--- config.mk ---
export PLATFORM = sky130hd
export DESIGN_NAME = mult_iter_unit
export DESIGN_NICKNAME = d
export VERILOG_FILES = /design/src/rtl/mult_iter_unit.sv
export SDC_FILE = /design/constraint.sdc
export NUM_CORES = 1
export LEC_CHECK = 0
export BUFFER_PORTS_ARGS = -buffer_cell sky130_fd_sc_hd__buf_2
export CAP_MARGIN = 5
export CELL_PAD_IN_SITES_DETAIL_PLACEMENT = 0
export CELL_PAD_IN_SITES_GLOBAL_PLACEMENT = 1
export CORE_MARGIN = 1
export CORE_UTILIZATION = 45
export DETAILED_ROUTE_END_ITERATION = 12
export PLACE_DENSITY = 0.85
export SYNTH_ARGS = -nofsm -noshare
export SYNTH_HDL_FRONTEND = slang
export SYNTH_SLANG_ARGS = --single-unit
--- constraint.sdc ---
create_clock -name clk -period 6.56 [get_ports clk]
set_clock_uncertainty 0.05 [all_clocks]
set_input_delay 1.312 -clock clk [delete_from_list [all_inputs] [get_ports clk]]
set_output_delay 1.312 -clock clk [all_outputs]
set_load 0.01 [all_outputs]
--- src/rtl/mult_iter_unit.sv ---
// Iterative shift-add 32x32 multiplier for MULT/MULTU with a begin/end/accept handshake.
// Retires STEP_BITS multiplier bits per cycle; the sign is applied once, at completion.
module mult_iter_unit #(
    parameter int unsigned STEP_BITS = 1
) (
    input  logic        clk,
    input  logic        reset,
    input  logic        mult_begin,
    input  logic        mult_signed,
    input  logic [31:0] mult_op1,
    input  logic [31:0] mult_op2,
    input  logic        mult_accept,
    output logic [63:0] product,
    output logic        mult_end,
    output logic        mult_busy
);

    localparam int unsigned N    = 32 / STEP_BITS;
    localparam int unsigned CntW = 6;
    localparam logic [CntW-1:0] LastCnt = CntW'(N - 1);

    if (!(STEP_BITS == 1 || STEP_BITS == 2 || STEP_BITS == 4)) begin : gen_step_check
        $error("mult_iter_unit: STEP_BITS must be 1, 2 or 4");
    end

    typedef enum logic [1:0] {StIdle, StBusy, StDone} state_e;

    state_e          state_q, state_d;
    logic [63:0]     mcand_q, mcand_d;
    logic [31:0]     mplier_q, mplier_d;
    logic [63:0]     acc_q, acc_d;
    logic [CntW-1:0] cnt_q, cnt_d;
    logic            neg_q, neg_d;
    logic [63:0]     product_q, product_d;

    logic [31:0]          op1_abs, op2_abs;
    logic [STEP_BITS-1:0] digit;
    logic [63:0]          partial;
    logic [63:0]          acc_sum;

    // -2^31 negates to itself, which is already the correct unsigned magnitude.
    assign op1_abs = (mult_signed && mult_op1[31]) ? (~mult_op1 + 32'd1) : mult_op1;
    assign op2_abs = (mult_signed && mult_op2[31]) ? (~mult_op2 + 32'd1) : mult_op2;

    assign digit   = mplier_q[STEP_BITS-1:0];
    assign partial = mcand_q * 64'(digit);
    assign acc_sum = acc_q + partial;

    always_comb begin
        state_d   = state_q;
        mcand_d   = mcand_q;
        mplier_d  = mplier_q;
        acc_d     = acc_q;
        cnt_d     = cnt_q;
        neg_d     = neg_q;
        product_d = product_q;

        unique case (state_q)
            StIdle: begin
                if (mult_begin) begin
                    mcand_d  = {32'd0, op1_abs};
                    mplier_d = op2_abs;
                    neg_d    = mult_signed & (mult_op1[31] ^ mult_op2[31]);
                    acc_d    = '0;
                    cnt_d    = '0;
                    state_d  = StBusy;
                end
            end
            StBusy: begin
                // A dropped request aborts; the previous product is left untouched.
                if (!mult_begin) begin
                    state_d = StIdle;
                end else begin
                    acc_d    = acc_sum;
                    mcand_d  = mcand_q << STEP_BITS;
                    mplier_d = mplier_q >> STEP_BITS;
                    cnt_d    = cnt_q + CntW'(1);
                    if (cnt_q == LastCnt) begin
                        product_d = neg_q ? (~acc_sum + 64'd1) : acc_sum;
                        state_d   = StDone;
                    end
                end
            end
            StDone: begin
                if (mult_accept || !mult_begin) begin
                    state_d = StIdle;
                end
            end
            default: state_d = StIdle;
        endcase
    end

    always_ff @(posedge clk) begin
        if (reset) begin
            state_q   <= StIdle;
            mcand_q   <= '0;
            mplier_q  <= '0;
            acc_q     <= '0;
            cnt_q     <= '0;
            neg_q     <= 1'b0;
            product_q <= '0;
        end else begin
            state_q   <= state_d;
            mcand_q   <= mcand_d;
            mplier_q  <= mplier_d;
            acc_q     <= acc_d;
            cnt_q     <= cnt_d;
            neg_q     <= neg_d;
            product_q <= product_d;
        end
    end

    assign product   = product_q;
    assign mult_end  = (state_q == StDone);
    assign mult_busy = (state_q == StBusy);

endmodule

==> qor.txt, run 1 <==
Clock Pin Slew Worst Setup and Hold Paths: 0.06 ns
DIE WIDTH: 194 µm
DP Worst Slack: 0.918 ns
Placed insts: 2640
Worst Tran Pin Value: 1.13 ns
Highest clock rate: 174 MHz
P_leak: 7.17 nW
EDFF count, synth: 0
Chip height: 194 µm
Cts hold-fix bufs: 0
Placed wire-length estimate: 41.3 mm
Initial cell density of the core: 46.1%
Ports: 135
Core area: 35800 µm²
CP cell instances: buf_4 -> and2_1 -> ha_1 -> nand4_1 -> a2111oi_1 -> and4bb_2 -> o31ai_1 -> xor2_1 -> or2_4 -> or4b_4 -> or4b_1 -> or4_1 -> o21ai_0 -> a211oi_1
Area leader, netlist: dfxtp_1
First-pass GRT wire length: 84.8 mm
PwrDens: 193 nW/µm²
Syn_area_per_cell: 7.58 µm²
CP delay by family, top: simple AND/OR/NAND/NOR gates
Final Net Count: 2345
Worst Path Arrival: 6.11 ns
Final hold violations: 0
Violated checks: DRC
Flop pwr share: 41.9%
Crit. End Element: register
Fraction of registers with async set/reset: 0%
CP max stage delay: 0.89 ns
Clk root buf: clkbuf_16
TritonRoute pass-1 iters: 11
Fin crit share: 87.6%
Count of cells resized by post-cts repair: 0
Switching power of the nets: 0.960 mW
Sw frac: 27.2%
Layout cells sized above 1: 11.4%
Residual DRC count: 5
Area contributors post-synth: dfxtp_1, nor2_1, a21oi_1
Routed WL: 54.3 mm
Total CTS buffers: 27
Cells after Synth: 2179
Setup violators final: 0
Sequential share of the synthesized area: 28.3%
Gr ovfl total: 0
Vias: 16201
DRT iter0 DRCs: 1190
Tot Pwr: 3.53 mW
Type of origin of the critical path: register
GRT Total Usage: 28.2%
Via density: 6.03
IO buf count: 134
Seq cells post-synth: 233
Synth top area share: 28.3%
Crit Path Max Fanout: 13
Yosys warns: 0
Diodes inserted: 0
Internal: 2.57 mW
Critical path required time: 6.93 ns
Routed len/inst: 20.2 µm
Max H-tree Level: 1
Area growth from synthesis to layout: 10.7%
Initial antenna violation count: 1
Max cap viols: 0
Gp weighted congestion: 0.965
Post-synth cell types: 100
Clock power share: 45.1%
Final min period: 5.75 ns
Worst setup margin: 0.815 ns
Number of global-route vias before repair: 14867
Post-CTS Setup Bufs: 0
RSZ-0062 raised after global routing: no
Synth Cell Area: 16500 µm²
CTS sink count: 233
Clock latency on the worst-skew pair: 0.56 ns
Status: finished with violations
# rows: 69
Largest net degree at the start of global routing: 225
DIE AREA: 37500 µm²
Longest Clk Path Bufs: 3
CTS tree: done
Sum of buffers and inverters on the critical path: 1
Synth Flop Type: dfxtp_1
Max-slew violations: 0
Antenna Nets Post-Route: 0
Type of the worst setup path: reg -> reg
Cell with the largest stage delay on the worst path: a2111oi_1
Design area: 18300 µm²
Final Non-Filler Cells: 2687
Max_slew headroom: 24.8%
Maximum vdd drop: 0.000161 V
Setup TNS: 0 ns
Net Count, Synth: 2316
Placement-stage cell area: 17300 µm²
Worst min path class: reg -> reg
Combinational share of power: 13.0%
-- synth_stat cells (6+ instances only) --
library cell  count
nand2_1         134
nand3_1          34
o31ai_1          37
xnor2_1          66
nand2b_1         10
or4_1            10
nor2b_1          12
a22oi_1          91
o21ai_0          99
a21oi_1         172
a211oi_1         52
inv_1            84
or3_1            24
a221oi_1         64
xor2_1           97
and2_1           75
buf_2            12
nor3_1           40
dfxtp_1         233
a31oi_1          12
nand4_1          46
ha_1             67
a21o_1           24
o21a_1           17
mux2i_1           7
o41ai_1          17
clkbuf_1        139
and4_1            6
a21boi_0          6
nor2_1          327
or2_2             6
nor4_1           19
-- layout by cell type, fill, tap and decap left out, drive strengths merged, types with 21 or more instances in the layout --
cell and instances:
a21o 26, xor2 97, nor3 41, a221oi 65
a22oi 91, xnor2 66, o31ai 39, nor2 327
ha 67, a21oi 176, nand2 134, a211oi 53
buf 161, nand3 34, o41ai 21, inv 85
nand4 46, dfxtp 233, and2 76, clkbuf 35
o21ai 106, or3 24
-- final timing paths --
kind	start	to	slack, ns	cells past startpoint
max reg2reg	mplier_q[0]$_SDFFE_PP0P_	product[60]$_SDFFE_PP0P_	0.81	14
max	mplier_q[0]$_SDFFE_PP0P_	product[60]$_SDFFE_PP0P_	0.81	14
min reg2reg	product[0]$_SDFFE_PP0P_	product[0]$_SDFFE_PP0P_	0.40	2
min	product[0]$_SDFFE_PP0P_	product[0]$_SDFFE_PP0P_	0.40	2
-- layout make-up --
type	instances	area, µm²
clock buffers	35	756
clock inverters	12	176
fillers	3560	17600
inverters	84	315
multi-input cells	1701	10900
flip-flops and latches	233	4670
well taps	461	577
repair buffers	161	892
-- sequential cells by signal, summed over array words and instances (netlist names) --
signal	cells
acc_q	64
cnt_q	6
mplier_q	32
state_q	2
product	64
neg_q	1
mcand_q	64
-- per-stage QoR --
stage | utilization [%] | hold slack (ns)
4_1_cts | 51.0 | 0.403
3_3_place_gp | 48.4 | 0.388
2_1_floorplan | - | 0.386
6_report | 51.0 | 0.402
5_1_grt | 51.0 | 0.442
3_5_place_dp | 48.4 | 0.393
-- layer usage --
layer	vias up	GRT usage [%]	part of all wire (%)
li1	7982	-	-
met4	2	5.19	1.4
met3	56	4.48	7.7
met2	495	41.3	41
met1	7666	43.3	50
met5	-	0	0.024
-- worst reg2reg max path, cell delays in order, from the launching register on --
cell and delay, ns:
dfxtp_1 0.40, buf_4 0.22, and2_1 0.16, ha_1 0.47
nand4_1 0.22, a2111oi_1 0.89, and4bb_2 0.36, o31ai_1 0.27
xor2_1 0.15, or2_4 0.29, or4b_4 0.60, or4b_1 0.84
or4_1 0.52, o21ai_0 0.09, a211oi_1 0.09
-- logic make-up (layout without fill, tap and decap cells) --
family	count (synthesis)	in the layout	share of synthesized area [%]
adder cells (fa/ha/maj)	68	68	5.20
XOR/XNOR	163	163	8.65
flip-flops	233	233	28.3
multiplexers	8	8	0.493
AND/OR/NAND/NOR	777	777	22.6
buffers and inverters	245	292	5.89
AO/OA/AOI/OAI	685	685	28.9
-- power by group through the flow --
stage	clock network, mW	registers [mW]	logic, mW
floorplan	0	1.49	0.328
global placement	0	1.51	0.445
detailed placement	0	1.51	0.453
CTS	1.63	1.48	0.455
global route	1.69	1.48	0.504
finish	1.59	1.48	0.458
No activity file was read; power rests on OpenSTA's default activity.
==> run 2: changes to the inputs <==
--- a/config.mk
+++ b/config.mk
@@ -14,3 +14,3 @@
 export DETAILED_ROUTE_END_ITERATION = 12
-export PLACE_DENSITY = 0.85
+export PLACE_DENSITY_LB_ADDON = 0.1
 export SYNTH_ARGS = -nofsm -noshare
==> constraint.sdc (replaced) <==
create_clock -name clk -period 6.56 [get_ports clk]
set_clock_uncertainty 0.05 [all_clocks]
set_input_delay 0.656 -clock clk [delete_from_list [all_inputs] [get_ports clk]]
set_output_delay 0.656 -clock clk [all_outputs]
set_load 0.1 [all_outputs]
==> qor.txt, run 2 (synthesis gave the netlist of run 1 again) <==
Status: finished with violations
Violated checks: DRC
GRT Total Usage: 28.5%
Setup violators final: 0
Gr ovfl total: 0
Via density: 6.07
TritonRoute pass-1 iters: 10
Type of the worst setup path: reg -> reg
Hold depth: 3
Total CTS buffers: 28
P_leak: 7.18 nW
Post-CTS Setup Bufs: 0
DIE AREA: 37500 µm²
Worst Tran Pin Value: 1.10 ns
IO buf count: 134
Hold Crit Start: mult_op2[31]
Final hold violations: 0
CTS sink count: 233
DIE WIDTH: 194 µm
Chip height: 194 µm
Internal: 2.56 mW
Antenna Nets Post-Route: 0
Max_slew headroom: 26.7%
Worst Path Arrival: 6.11 ns
Maximum vdd drop: 0.000171 V
Placed wire-length estimate: 40.7 mm
Hold EP: mplier_q[31]$_SDFFE_PP0P_
Core area: 35800 µm²
Max cap viols: 0
Type of origin of the critical path: register
Worst setup margin: 0.839 ns
R2R Path Start: mplier_q[0]$_SDFFE_PP0P_
Flop pwr share: 41.5%
Initial antenna violation count: 0
Final min period: 5.72 ns
Clock latency on the worst-skew pair: 0.58 ns
DRT iter0 DRCs: 1246
Ports: 135
Largest net degree at the start of global routing: 124
Worst min path class: in -> reg
Cells on worst reg2reg path: 14
Vias: 16305
Initial cell density of the core: 46.1%
Worst reg2reg endpoint: product[60]$_SDFFE_PP0P_
Most common cell after layout, fill and taps aside: nor2_1
# rows: 69
Combinational share of power: 13.1%
Final Util: 51.0%
Critical path required time: 6.95 ns
FF-to-FF setup slack: 0.84 ns
Crit. End Element: register
Number of global-route vias before repair: 15203
Setup crit start: mplier_q[0]$_SDFFE_PP0P_
Switching power of the nets: 0.997 mW
Final Net Count: 2344
Clk root buf: clkbuf_16
Clock power share: 45.4%
Longest Clk Path Bufs: 3
Most frequent cells in the layout: nor2_1, dfxtp_1, a21oi_1, nand2_1, buf_2
DP Worst Slack: 0.945 ns
RSZ-0062 raised after global routing: no
Area growth from synthesis to layout: 10.6%
Max H-tree Level: 1
Diodes inserted: 0
Count of cells resized by post-cts repair: 0
Max-slew violations: 0
Cts hold-fix bufs: 0
Clock Pin Slew Worst Setup and Hold Paths: 0.06 ns
Sw frac: 28.0%
PwrDens: 195 nW/µm²
First-pass GRT wire length: 85.9 mm
Routed len/inst: 20.3 µm
Residual DRC count: 6
Setup TNS: 0 ns
Crit Path Max Fanout: 23
Highest clock rate: 175 MHz
CTS tree: done
Layout cells sized above 1: 11.5%
Gp weighted congestion: 0.985
Fin crit share: 87.2%
Routed WL: 54.6 mm
## run 2: cell types whose count changed in the layout (fill, tap and decap cells not counted), moves of 2 or more
cell	previous run	this run
bufinv_16	4	2
clkbuf_8	5	9
clkinv_2	3	6
clkinv_4	2	0
clkinvlp_4	2	0
## run 2: area by class of cell
cell class	instances	area [µm²]
Multi-Input combinational cell	1701	10900
Clock inverter	10	115
Fill cell	3531	17600
Timing Repair Buffer	159	865
Sequential cell	233	4670
Clock buffer	39	832
Inverter	84	315
Tap cell	461	577
## run 2: per-layer routing
metal / track usage, % / wire length [µm] / up-vias
met4: 6.25 / 981 / 0
met5: 0 / 0 / -
li1: - / - / 8008
met3: 5.53 / 3940 / 68
met1: 42.0 / 26900 / 7731
met2: 42.5 / 22800 / 498
## run 2: worst max path at each step
stage | end | slack [ns]
after floorplan | product[58]$_SDFFE_PP0P_ | 1.64
after global placement | product[60]$_SDFFE_PP0P_ | 0.96
after detailed placement | product[60]$_SDFFE_PP0P_ | 0.94
after CTS | product[60]$_SDFFE_PP0P_ | 0.96
after global routing | product[60]$_SDFFE_PP0P_ | 0.63
final | product[60]$_SDFFE_PP0P_ | 0.84
## run 2: worst max-delay path: stages (launching register included)
cell and delay, ns:
dfxtp_1 0.35, buf_4 0.21, and2_1 0.17, ha_1 0.47, nand4_1 0.20, a2111oi_1 0.88
and4bb_2 0.38, o31ai_1 0.28, xor2_1 0.16, or2_4 0.29, or4b_4 0.59, or4b_1 0.84
or4_1 0.51, o21ai_0 0.09, a211oi_1 0.09
## run 2: metrics by stage
stage | power [mW] | hold WS [ns] | instance area [µm²] | instances
floorplan | 1.82 | 0.386 | 16500 | 2179
global placement | 1.96 | 0.388 | 17300 | 2638
detailed placement | 1.97 | 0.399 | 17300 | 2638
CTS | 3.57 | 0.336 | 18300 | 2687
global route | 3.69 | 0.341 | 18300 | 2687
finish | 3.55 | 0.343 | 18300 | 2687
## run 2: power by group through the flow
stage,sequential (mW),clock [mW],combinational [mW]
after global placement,1.51,0,0.457
final,1.48,1.61,0.464
after detailed placement,1.51,0,0.461
after CTS,1.47,1.64,0.463
after floorplan,1.49,0,0.331
after global routing,1.48,1.70,0.511
==> run 3: changes to the inputs <==
ABC_AREA = 1   (was default)
CORE_MARGIN = default   (was 1)
CORE_UTILIZATION = 42   (was 45)
==> qor.txt, run 3 <==
Status: complete, no violations
Clock power share: 47.0%
Setup violators final: 0
Net Count, Synth: 3523
CP cell instances: nand2_1 -> inv_1 -> ha_1 -> inv_1 -> fa_1 -> inv_2 -> nand2_1 -> nand3_2 -> nand2_1 -> nand2_1 -> nand2_1 -> nand2_1 -> nand2_1 -> nand2_1 -> nand2_1 -> nor2_1 -> nand3_1 -> nor2_2 -> a21oi_1 -> a21oi_1 -> o21ai_0 -> nand2_1 -> inv_1
PwrDens: 172 nW/µm²
Worst Path Arrival: 4.87 ns
CTS tree: done
Type of the worst setup path: reg -> reg
DP Worst Slack: 2.20 ns
R2R Path Start: mplier_q[0]$_SDFFE_PP0P_
Design area: 21100 µm²
Layout cells sized above 1: 9.91%
Longest Clk Path Bufs: 3
Post-synth cell types: 47
Core area: 44400 µm²
Hold Crit Start: mult_op1[0]
RSZ-0062 raised after global routing: no
Ports: 135
Max H-tree Level: 1
Synth Cell Area: 19000 µm²
Via density: 5.15
Fin crit share: 67.7%
DRT iter0 DRCs: 1688
CP max stage delay: 0.75 ns
Cells after Synth: 3386
IO buf count: 134
Switching power of the nets: 1.03 mW
# rows: 77
Initial cell density of the core: 42.8%
Placed wire-length estimate: 55.3 mm
DIE WIDTH: 215 µm
Crit. End Element: register
Post-CTS Setup Bufs: 0
Worst min path class: in -> reg
Internal: 2.61 mW
Antenna Nets Post-Route: 0
Hold EP: mcand_q[0]$_SDFFE_PP0P_
Max_slew headroom: 33.7%
Routed WL: 69.6 mm
Final min period: 4.44 ns
Setup TNS: 0 ns
Clock Pin Slew Worst Setup and Hold Paths: 0.06 ns
Combinational share of power: 12.5%
P_leak: 11.2 nW
Crit Path Max Fanout: 35
Cells on worst reg2reg path: 23
Placement-stage cell area: 20100 µm²
DIE AREA: 46100 µm²
Initial antenna violation count: 2
Area leader, netlist: nand2_1
Hold depth: 3
CP dominant cell by count: nand2_1
First-pass GRT wire length: 108 mm
CTS sink count: 233
Area growth from synthesis to layout: 11.3%
Highest clock rate: 225 MHz
Fillers: 4906
Most common cell after layout, fill and taps aside: nand2_1
TritonRoute pass-1 iters: 6
Cts hold-fix bufs: 0
Most common cell in the netlist: nand2_1
Worst setup margin: 2.12 ns
Gp weighted congestion: 1.00
Syn_area_per_cell: 5.61 µm²
Synth Flop Type: dfxtp_1
Residual DRC count: 0
Final hold violations: 0
EDFF count, synth: 0
Chip height: 215 µm
Final Util: 47.6%
Clk root buf: clkbuf_16
Hold slack final: 0.296 ns
Synth top area share: 24.6%
Maximum vdd drop: 0.000194 V
Cell with the largest stage delay on the worst path: dfxtp_2
Gr ovfl total: 0
Routed len/inst: 17.1 µm
Post-synth top cells: nand2_1, inv_1, a21oi_1, nor2_1, dfxtp_1
GRT Total Usage: 29.8%
Count of cells resized by post-cts repair: 0
Largest net degree at the start of global routing: 126
Clock latency on the worst-skew pair: 0.59 ns
Total CTS buffers: 29
Final Net Count: 3598
Max cap viols: 0
Worst reg2reg endpoint: product[35]$_SDFFE_PP0P_
Sw frac: 28.4%
Sequential share of the synthesized area: 24.6%
Max-slew violations: 0
Seq cells post-synth: 233
Type of origin of the critical path: register
FF-to-FF setup slack: 2.12 ns
Area contributors post-synth: nand2_1, dfxtp_1, inv_1
Number of global-route vias before repair: 18869
Flop pwr share: 40.5%
Critical path required time: 6.99 ns
Fraction of registers with async set/reset: 0%
Worst Tran Pin Value: 0.994 ns
Vias: 20990
Most frequent cells in the layout: nand2_1, inv_1, a21oi_1, nor2_1, dfxtp_1
Yosys warns: 0
==> run 3: worst max path at each step <==
stage | end | start
after floorplan | product[50]$_SDFFE_PP0P_ | mplier_q[0]$_SDFFE_PP0P_
after global placement | product[60]$_SDFFE_PP0P_ | mplier_q[0]$_SDFFE_PP0P_
after detailed placement | product[39]$_SDFFE_PP0P_ | state_q[0]$_SDFFE_PP0P_
after CTS | product[35]$_SDFFE_PP0P_ | mplier_q[0]$_SDFFE_PP0P_
after global routing | product[59]$_SDFFE_PP0P_ | mplier_q[0]$_SDFFE_PP0P_
final | product[35]$_SDFFE_PP0P_ | mplier_q[0]$_SDFFE_PP0P_
==> run 3: cell type report <==
cell class / count / area (µm²) / area share (%)
clock inverter: 15 / 194 / 0.917
tap: 592 / 741 / 3.50
sequential: 233 / 4670 / 22.1
clock buffer: 36 / 802 / 3.79
multi-input combinational: 2520 / 12000 / 56.6
timing repair buffer: 147 / 774 / 3.66
antenna: 2 / 5.00 / 0.0237
inverter: 530 / 1990 / 9.44
==> run 3: routing by layer <==
metal	GRT usage [%]	wire (µm)	share of wire (%)
met1	44.0	34200	49
met2	44.9	28600	41
met5	0	12	0.017
met3	4.91	5400	7.8
met4	6.69	1380	2.0
==> run 3: power groups by stage <==
| stage | Combinational, mW | Sequential, mW | Clock, mW |
|---|---|---|---|
| detailed placement | 0.451 | 1.51 | 0 |
| global route | 0.505 | 1.48 | 1.80 |
| global placement | 0.447 | 1.50 | 0 |
| CTS | 0.453 | 1.47 | 1.73 |
| floorplan | 0.318 | 1.49 | 0 |
| finish | 0.454 | 1.47 | 1.71 |
==> run 3: cell families after synthesis <==
family	count (synthesis)	synth area share [%]
compound gates	493	14.0
flops	233	24.6
simple gates	1897	41.4
buf+inv	633	12.6
fa+ha+maj	68	4.52
xor+xnor	62	2.86
==> run 3: critical path, delay by kind of cell (launching register included) <==
| family | cells | cell delay (ns) |
|---|---|---|
| and+or+nand+nor | 14 | 2.13 |
| DFF | 1 | 0.75 |
| AOI/OAI and AO/OA | 3 | 0.42 |
| adders and majority gates | 2 | 0.66 |
| buffers and inverters | 4 | 0.32 |
==> run 3: stage by stage <==
stage          instances  total power, mW
5_1_grt             4073             3.78
3_5_place_dp        4022             1.96
2_1_floorplan       3386             1.81
3_3_place_gp        4022             1.95
4_1_cts             4073             3.66
6_report            4075             3.64
